## src/rtl/dpr_ctrl_pkg.sv

```systemverilog
// dpr_ctrl_pkg -- shared state encoding, error codes and status-LED pattern for dpr_region_ctrl
// Rev 1.0
`default_nettype none

package dpr_ctrl_pkg;

  typedef enum logic [2:0] {
    ST_IDLE     = 3'd0,
    ST_DECOUPLE = 3'd1,
    ST_PROGRAM  = 3'd2,
    ST_RESET_RM = 3'd3,
    ST_RELEASE  = 3'd4
  } state_t;

  localparam logic [1:0] ERR_NONE    = 2'd0;
  localparam logic [1:0] ERR_LOADER  = 2'd1;
  localparam logic [1:0] ERR_TIMEOUT = 2'd2;

  // Status pattern shown on the pins while the region is isolated:
  // MSB marks "region offline", the two LSBs carry the last error code.
  function automatic logic [31:0] status_leds(input int led_w, input logic [1:0] err);
    logic [31:0] pat;
    pat = 32'd0;
    pat[led_w-1] = 1'b1;
    pat[1:0] = err;
    return pat;
  endfunction

endpackage

`default_nettype wire

```

## src/rtl/dpr_cycle_timer.sv

```systemverilog
// dpr_cycle_timer -- loadable down-counter with a one-cycle expiry strobe
// Rev 1.0
`default_nettype none

module dpr_cycle_timer #(
  parameter int              CNT_W     = 20,
  parameter logic [CNT_W-1:0] RST_VALUE = '0
) (
  input  logic             clk,
  input  logic             rst,
  input  logic             load,
  input  logic [CNT_W-1:0] load_value,
  input  logic             enable,
  output logic             expired
);

  localparam logic [CNT_W-1:0] ONE = CNT_W'(1);

  logic [CNT_W-1:0] count;

  always_ff @(posedge clk) begin
    if (rst) begin
      count <= RST_VALUE;
    end else if (load) begin
      count <= load_value;
    end else if (enable && (count != '0)) begin
      count <= count - ONE;
    end
  end

  // A load of N therefore gives exactly N enabled cycles, the last one flagged.
  assign expired = enable && (count == ONE);

endmodule

`default_nettype wire

```

## src/rtl/dpr_region_ctrl.sv

```systemverilog
// dpr_region_ctrl -- sequences RM swaps in the DPR region (decouple, load, reset, recouple)
// Rev 1.0 -- optional status pattern on leds while decoupled: define DPR_STATUS_LEDS_EN
`default_nettype none

module dpr_region_ctrl
  import dpr_ctrl_pkg::*;
#(
  parameter int RM_ID_W         = 4,
  parameter int LED_W           = 8,
  parameter int DECOUPLE_CYCLES = 4,
  parameter int RESET_CYCLES    = 16,
  parameter int TIMEOUT_CYCLES  = 1000000
) (
  input  logic               clk,
  input  logic               rst,
  input  logic               req_valid,
  input  logic [RM_ID_W-1:0] req_rm_id,
  output logic               req_ready,
  output logic               done,
  output logic [1:0]         err_code,
  output logic               active_valid,
  output logic [RM_ID_W-1:0] active_rm_id,
  output logic               pr_start,
  output logic [RM_ID_W-1:0] pr_rm_id,
  input  logic               pr_done,
  input  logic               pr_error,
  output logic               decouple,
  output logic               rm_rst,
  input  logic [LED_W-1:0]   rm_leds,
  output logic [LED_W-1:0]   leds
);

  localparam int CNT_W = $clog2(TIMEOUT_CYCLES + 1);
  localparam logic [CNT_W-1:0] DEC_LOAD = CNT_W'(DECOUPLE_CYCLES);
  localparam logic [CNT_W-1:0] TMO_LOAD = CNT_W'(TIMEOUT_CYCLES);
  localparam logic [CNT_W-1:0] RST_LOAD = CNT_W'(RESET_CYCLES);

  state_t             state;
  state_t             state_next;
  logic [RM_ID_W-1:0] target_id;
  logic               post_reset;
  logic [LED_W-1:0]   leds_q;
  logic               accept;
  logic               same_rm;
  logic               prog_fail;
  logic               tmr_load;
  logic               tmr_en;
  logic               tmr_expired;
  logic [CNT_W-1:0]   tmr_value;

  assign req_ready = (state == ST_IDLE);
  assign accept    = req_ready && req_valid;
  assign same_rm   = active_valid && (req_rm_id == active_rm_id);
  assign pr_rm_id  = target_id;

  // pr_error wins over a coincident pr_done; pr_done wins over expiry.
  assign prog_fail = (state == ST_PROGRAM) && (pr_error || (!pr_done && tmr_expired));

  always_comb begin
    state_next = state;
    case (state)
      ST_IDLE:     if (accept && !same_rm) state_next = ST_DECOUPLE;
      ST_DECOUPLE: if (tmr_expired) state_next = ST_PROGRAM;
      ST_PROGRAM: begin
        if (prog_fail)    state_next = ST_IDLE;
        else if (pr_done) state_next = ST_RESET_RM;
      end
      ST_RESET_RM: if (tmr_expired) state_next = ST_RELEASE;
      ST_RELEASE:  state_next = ST_IDLE;
      default:     state_next = ST_IDLE;
    endcase
  end

  always_comb begin
    tmr_value = '0;
    case (state_next)
      ST_DECOUPLE: tmr_value = DEC_LOAD;
      ST_PROGRAM:  tmr_value = TMO_LOAD;
      ST_RESET_RM: tmr_value = RST_LOAD;
      default:     tmr_value = '0;
    endcase
  end

  assign tmr_load = (state_next != state);
  assign tmr_en   = (state == ST_DECOUPLE) || (state == ST_PROGRAM) || (state == ST_RESET_RM);

  dpr_cycle_timer #(
    .CNT_W     (CNT_W),
    .RST_VALUE (RST_LOAD)
  ) u_timer (
    .clk        (clk),
    .rst        (rst),
    .load       (tmr_load),
    .load_value (tmr_value),
    .enable     (tmr_en),
    .expired    (tmr_expired)
  );

  always_ff @(posedge clk) begin
    if (rst) begin
      state        <= ST_RESET_RM;
      decouple     <= 1'b1;
      rm_rst       <= 1'b1;
      pr_start     <= 1'b0;
      done         <= 1'b0;
      err_code     <= ERR_NONE;
      active_valid <= 1'b0;
      active_rm_id <= '0;
      target_id    <= '0;
      post_reset   <= 1'b1;
    end else begin
      state    <= state_next;
      pr_start <= (state == ST_DECOUPLE) && (state_next == ST_PROGRAM);
      rm_rst   <= (state_next == ST_RESET_RM);
      done     <= 1'b0;

      if (state_next == ST_DECOUPLE) begin
        decouple <= 1'b1;
      end else if (state_next == ST_RELEASE) begin
        decouple <= 1'b0;
      end

      if (accept) begin
        err_code <= ERR_NONE;
        if (same_rm) begin
          done <= 1'b1;
        end else begin
          target_id <= req_rm_id;
        end
      end

      // Failure leaves the region isolated; decouple simply stays set.
      if (prog_fail) begin
        err_code     <= pr_error ? ERR_LOADER : ERR_TIMEOUT;
        active_valid <= 1'b0;
        done         <= 1'b1;
      end

      if (state_next == ST_RELEASE) begin
        active_valid <= 1'b1;
        active_rm_id <= target_id;
        done         <= !post_reset;
        post_reset   <= 1'b0;
      end
    end
  end

  // Capture only while coupled, so the last good value survives decoupling.
  always_ff @(posedge clk) begin
    if (rst) begin
      leds_q <= '0;
    end else if (!decouple) begin
      leds_q <= rm_leds;
    end
  end

`ifdef DPR_STATUS_LEDS_EN
  logic [31:0] status_word;
  assign status_word = status_leds(LED_W, err_code);
  assign leds = decouple ? status_word[LED_W-1:0] : leds_q;
`else
  assign leds = leds_q;
`endif

endmodule

`default_nettype wire

```

## config.mk

```make
export PLATFORM = sky130hd
export DESIGN_NAME = dpr_region_ctrl
export DESIGN_NICKNAME = d
export VERILOG_FILES = /design/src/rtl/dpr_ctrl_pkg.sv /design/src/rtl/dpr_cycle_timer.sv /design/src/rtl/dpr_region_ctrl.sv
export SDC_FILE = /design/constraint.sdc
export NUM_CORES = 1
export LEC_CHECK = 0
export CORE_UTILIZATION = 35
export DETAILED_ROUTE_END_ITERATION = 10
export HOLD_SLACK_MARGIN = 0.08
export PLACE_DENSITY = 0.71
export SKIP_LAST_GASP = 1
export SLEW_MARGIN = 20
export SYNTH_ARGS = -nofsm -noshare
export SYNTH_HDL_FRONTEND = slang
export SYNTH_SLANG_ARGS = --single-unit
```

## constraint.sdc

```tcl
create_clock -name clk -period 2.2 [get_ports clk]
set_input_delay 0.44 -clock clk [delete_from_list [all_inputs] [get_ports clk]]
set_output_delay 0.44 -clock clk [all_outputs]
set_load 0.05 [all_outputs]
```

# Yosys cells after proc, flatten, opt, wreduce, memory -nomap -nowiden
# Cells that the tools add are included.
# Widths: inputs -> output; s select.
[word_totals] register_bits=47 in_bits=17 output_inout_bits=24 wordCells=63
[op_classes] n_eq_ne=10 n_mux=18 add_sub_neg=1 reduce_logical=21 n_bitwise=1
[ops] cell="$pmux 20 s3" count=1
[ops] cell="$mux 20" count=2
[ops] cell="$eq 20x1->1 const B" count=1
[ops] cell="$reduce_bool 20->1" count=1
[ops] cell="$sub 20x1->20 const B" count=1
[ops] cell="$mux 3" count=5
[ops] cell="$eq 3x2->1 const B" count=4
[ops] cell="$pmux 3 s4" count=1
[ops] cell="$logic_and 1x1->1" count=8
[ops] cell="$eq 3x1->1 const B" count=2
[ops] cell="$mux 1" count=6
[ops] cell="$mux 2" count=3
[ops] cell="$reduce_bool 2->1" count=3
[ops] cell="$eq 4x4->1" count=1
[ops] cell="$eq 3x3->1 const B" count=1
[ops] cell="$logic_not 1->1" count=3
[ops] cell="$logic_not 3->1" count=1
[ops] cell="$logic_or 1x1->1" count=3
[ops] cell="$ne 3x3->1" count=1
[ops] cell="$reduce_and 2->1" count=1
[ops] cell="$reduce_or 2->1" count=1
[ops] cell="$not 1->1" count=1

# Longest topological paths before layout
[depth] ltp_word=12 mapped_depth=9 depth_no_buf=8

# Modules after synthesis
# Synthesis repeated with hierarchy kept, for this count alone.
[unflattened] hier_cells=277 hier_area_um2=2371.0
[modules_own_cells] mod="dpr_cycle_timer" seq_area_each_um2=400.4 area_per_inst_um2=1197.4 instances=1 cells_per_inst=144
[modules_own_cells] mod="dpr_region_ctrl" seq_area_each_um2=540.5 area_per_inst_um2=1173.6 instances=1 cells_per_inst=133

# Worst setup path after synthesis
# No wires, ideal clock.
[synth_timing] kind="flip-flop to flip-flop" startpoint="reg state[2]" endpoint="reg u_timer.count[18]" slack_ns=-0.712 stages_incl_launch_ff=9 t_required_ns=2.113 t_arrival_ns=2.825 path_buffers=2 setup_time_ns=0.087 period_less_slack_ns=2.912 cell_sequence="dfxtp_1 clkbuf_1 nor3_1 nand2_1 o21bai_1 o211ai_4 buf_6 nor3_1 nor4b_2"
[synth_between] word_cells_on_any_way=26 cone_classes="eq/ne (7); mux (8); reduce/logical (11)"
[synth_lines] element="from (decl)" line_no="dpr_region_ctrl.sv:38" text="state_t state;"
[synth_lines] element="from (signal assigned)" line_no="dpr_region_ctrl.sv:112" text="state <= state_next;"
[synth_lines] element="$logic_not 3->1 (*)" line_no="dpr_region_ctrl.sv:51" text="assign req_ready = (state == ST_IDLE);"
[synth_lines] element="named net req_ready" line_no="dpr_region_ctrl.sv:18" text="output logic req_ready,"
[synth_lines] element="$logic_and 1x1->1" line_no="dpr_region_ctrl.sv:52" text="assign accept = req_ready && req_valid;"
[synth_lines] element="$logic_and 1x1->1" line_no="dpr_region_ctrl.sv:62" text="ST_IDLE: if (accept && !same_rm) state_next = ST_DECOUPLE;"
[synth_lines] element="$mux 3" line_no="dpr_region_ctrl.sv:62"
[synth_lines] element="$pmux 3 s4 (*)" line_no="dpr_region_ctrl.sv:61" text="case (state)"
[synth_lines] element="$eq 3x2->1 or $eq 3x1->1 (tied branches)" line_no="dpr_region_ctrl.sv:76" text="case (state_next)"
[synth_lines] element="$pmux 20 s3" line_no="dpr_region_ctrl.sv:76"
[synth_lines] element="$mux 20" line_no="dpr_cycle_timer.sv:24" text="end else if (load) begin"
[synth_lines] element="to (signal assigned)" line_no="dpr_cycle_timer.sv:25" text="count <= load_value;"
[synth_lines] element="to (signal assigned)" line_no="dpr_cycle_timer.sv:27" text="count <= count - ONE;"
[synth_lines] element="to (decl)" line_no="dpr_cycle_timer.sv:19" text="logic [CNT_W-1:0] count;"
# The timed path passes the listed nets; every way through them passes the cells marked *.
# A chain may end at the register's enable or synchronous reset.

# Final worst setup path
[layout_timing] startpoint="reg u_timer.count[16]" endpoint="reg u_timer.count[6]"
[layout_between] elab_chain_len=10 word_cells_on_any_way=18 cone_classes="eq/ne (5); mux (6); reduce/logical (7)"
[layout_rtl] element="$eq 20x1->1" line_no="dpr_cycle_timer.sv:32" text="assign expired = enable && (count == ONE);"
[layout_rtl] element="$logic_and 1x1->1" line_no="dpr_cycle_timer.sv:32"
[layout_rtl] element="$logic_and 1x1->1" line_no="dpr_region_ctrl.sv:57" text="assign prog_fail = (state == ST_PROGRAM) && (pr_error || (!pr_done && tmr_expired));"
[layout_rtl] element="$logic_or 1x1->1" line_no="dpr_region_ctrl.sv:57"
[layout_rtl] element="$logic_and 1x1->1" line_no="dpr_region_ctrl.sv:57"
[layout_rtl] element="$mux 3" line_no="dpr_region_ctrl.sv:65" text="if (prog_fail) state_next = ST_IDLE;"
[layout_rtl] element="$pmux 3 s4" line_no="dpr_region_ctrl.sv:61"
[layout_rtl] element="$eq 3x2->1 or $eq 3x1->1 (tied branches)" line_no="dpr_region_ctrl.sv:76"
[layout_rtl] element="$pmux 20 s3" line_no="dpr_region_ctrl.sv:76"
[layout_rtl] element="$mux 20" line_no="dpr_cycle_timer.sv:24"
# Several ways; a longest one is shown, not always the timed one.

==> impl_metrics.toml <==
[global_routing]
busiest_layer = "met2"
antenna_found_initial = 0
grtUsageTotal = 0.158
grt_start_max_net_pins = 19
use_met2 = 0.272
grt_pass1_wl_mm = 9.05
use_met1 = 0.199
grt_overflow = 0
grt_pass1_vias = 2046
met3_usage = 0.0368

[sta]
setup_ws_ns = 0.0329
hold_viol_final = 0
tns_ns = 0
fmax_mhz = 461
max-slew-margin-rel = 0.619
hold_ws_ns = 0.462
min_period_ns = 2.17
fin_skew_ns = 0.00791
tightest_slew_ns = 0.571
period_share = 0.985
rsz0062_at_grt = "yes"
slew_viol_final = 0
setup_viol = 0

[outcome]
outcome = "finished clean"

[clock_network]
cts_tree = "yes"
clockBufferDepth = 2
clkTransAtPathRegs_ns = 0.09
root_buffer = "clkbuf_8"
htree_num_levels = 2
clk_latency_ns = 0.30
cts_sinks = 47
cts_buffers = 5

[yosys]
synth_top_flop_cell = "dfxtp_1"
synth_common_cells = "47 x dfxtp_1, 47 x nor2_1, 20 x nand2_1, 12 x mux2i_1, 11 x nand3_1"
synth_area_um2 = 2290
synth_fp_nets = 284
yosys_warnings = 0
synth_area_leaders = "dfxtp_1 41%, nor2_1 7.7%, mux2i_1 5.3%"
synth_edf_count = 0
synthDistinctLibCells = 54
async_flop_share = 0
syn_area_per_cell_um2 = 8.66
synth_top_area_cell = "dfxtp_1"
synth_top_area_share = 0.412
ys_ff_latch = 47
synth-seq-area-share = 0.412
syn_inst = 264

[power_and_ir_drop]
p_per_area_nw_per_um2 = 1090
leakagePower_nw = 1.33
p_total_mw = 3.49
peakVddDrop_v = 0.000452

[floorplan]
ios = 41
fp.dieW_um = 82.8
design.core.area_um2 = 6310
die_h_um = 82.8
dieArea_um2 = 6860
start_util = 0.362
rows = 29

[worst_setup_path]
end_kind = "flop"
path_max_fanout = 8
slowest_delay_ns = 0.55
cp.buffers_inverters = 1
cp.arrival_ns = 2.38
worstPathRequired_ns = 2.42
critPathKind = "flop to flop"
cp_slowest_cell = "or4_4"
critPathLaunchType = "flop"
crit_family = "simple AND/OR/NAND/NOR gates"
path_cells = "or4_4 -> nor3_4 -> nand4_4 -> o211ai_4 -> buf_12 -> o22ai_1 -> a221oi_2"

[placement]
post-place-ws_ns = -0.0436
place.port_buffers = 40
gp_congestion = 0.858
hpwl_mm = 3.89

[worst_hold_path]
hold_path_class = "flop to flop"

[final_layout]
antenna_cells = 0
multi_input_area_um2 = 1310
drive_above_1_share = 0.207
fillers = 592
nets = 352
areaGrowthSynthToFinish_pct = 40.3
regArea_um2 = 942

[drt]
ant_nets = 0
drt_iter0_markers = 101
wl_per_cell_um = 13.3
wl_mm = 5.46
vias_per_cell = 5.13
vias = 2102
first_pass_iters = 4
drc = 0

[run]
maxCapViolCount = 0
## cells in the final DEF (no fill, tap or decap), drive strengths merged, types with 5 or more instances in the layout
master | Yosys | layout
nand2 | 20 | 20
buf | 5 | 35
a21oi | 10 | 10
xnor2 | 6 | 6
clkdlybuf4s50 | 0 | 38
xor2 | 10 | 10
dfxtp | 47 | 47
nand4 | 5 | 5
mux2i | 12 | 12
clkbuf | 8 | 7
inv | 10 | 11
nand3 | 11 | 11
nor3 | 9 | 9
nor2 | 47 | 47
o21ai | 5 | 5
## metal layers
layer	share of wire	routed length (µm)	vias up
li1	-	-	1066
met1	0.46	2540	972
met2	0.48	2610	57
met3	0.049	267	7
met4	0.0081	44	0
met5	0	0	-
## sequential cells by signal, summed over array words and instances (netlist names)
| register | count |
|---|---|
| leds | 8 |
| err_code | 2 |
| u_timer.count | 20 |
| pr_start | 1 |
| post_reset | 1 |
| done | 1 |
| state | 3 |
| active_rm_id | 4 |
| decouple | 1 |
| rm_rst | 1 |
| pr_rm_id | 4 |
| active_valid | 1 |
## cell type report
type,instances,share of cell area
Multi-Input combinational cell,194,0.410
Sequential cell,47,0.294
Timing Repair Buffer,74,0.217
Tap cell,77,0.0300
Clock buffer,6,0.0257
Clock inverter,2,0.0121
Inverter,10,0.0117
## logic make-up (layout without fill, tap and decap cells)
kind of cell               after synthesis  after routing  share of synthesized area
and+or+nand+nor                        118            118                      0.263
DFF                                     47             47                      0.412
AOI/OAI and AO/OA                       45             45                      0.152
buffers and inverters                   23             92                     0.0427
xor gates and xnor gates                16             16                     0.0613
muxes                                   12             12                     0.0525
adders and majority gates                3              3                     0.0164
## worst paths after layout
kind | start | end | slack (ns) | depth (start not counted)
worst min-delay path | post_reset | post_reset | 0.46 | 1
worst max-delay path | u_timer.count[16] | u_timer.count[6] | 0.03 | 7
worst max register to register | u_timer.count[16] | u_timer.count[6] | 0.03 | 7
worst min register to register | post_reset | post_reset | 0.46 | 1
## repair_timing
item                       4_1_cts  5_1_grt
setup buffers                    0        2
pin swaps                        1       10
hold buffers                     0        0
setup endpoints to repair        2       11
cloned                           0        1
gates resized for setup          0       11
## through the flow
stage               utilization  cell area [µm²]  instances
floorplan                     -             2300        264
global placement          0.474             2990        399
detailed placement        0.474             2990        399
CTS                       0.493             3110        407
global route              0.508             3210        410
finish                    0.508             3210        410
## report_power, final
part,switching (mW),total [mW],leakage [nW],internal (mW)
registers,0.136,1.13,0.382,0.995
logic,0.882,1.68,0.886,0.795
clock network,0.306,0.680,0.0618,0.374
total,1.32,3.49,1.33,2.16
(Power assumes the default switching activity.)
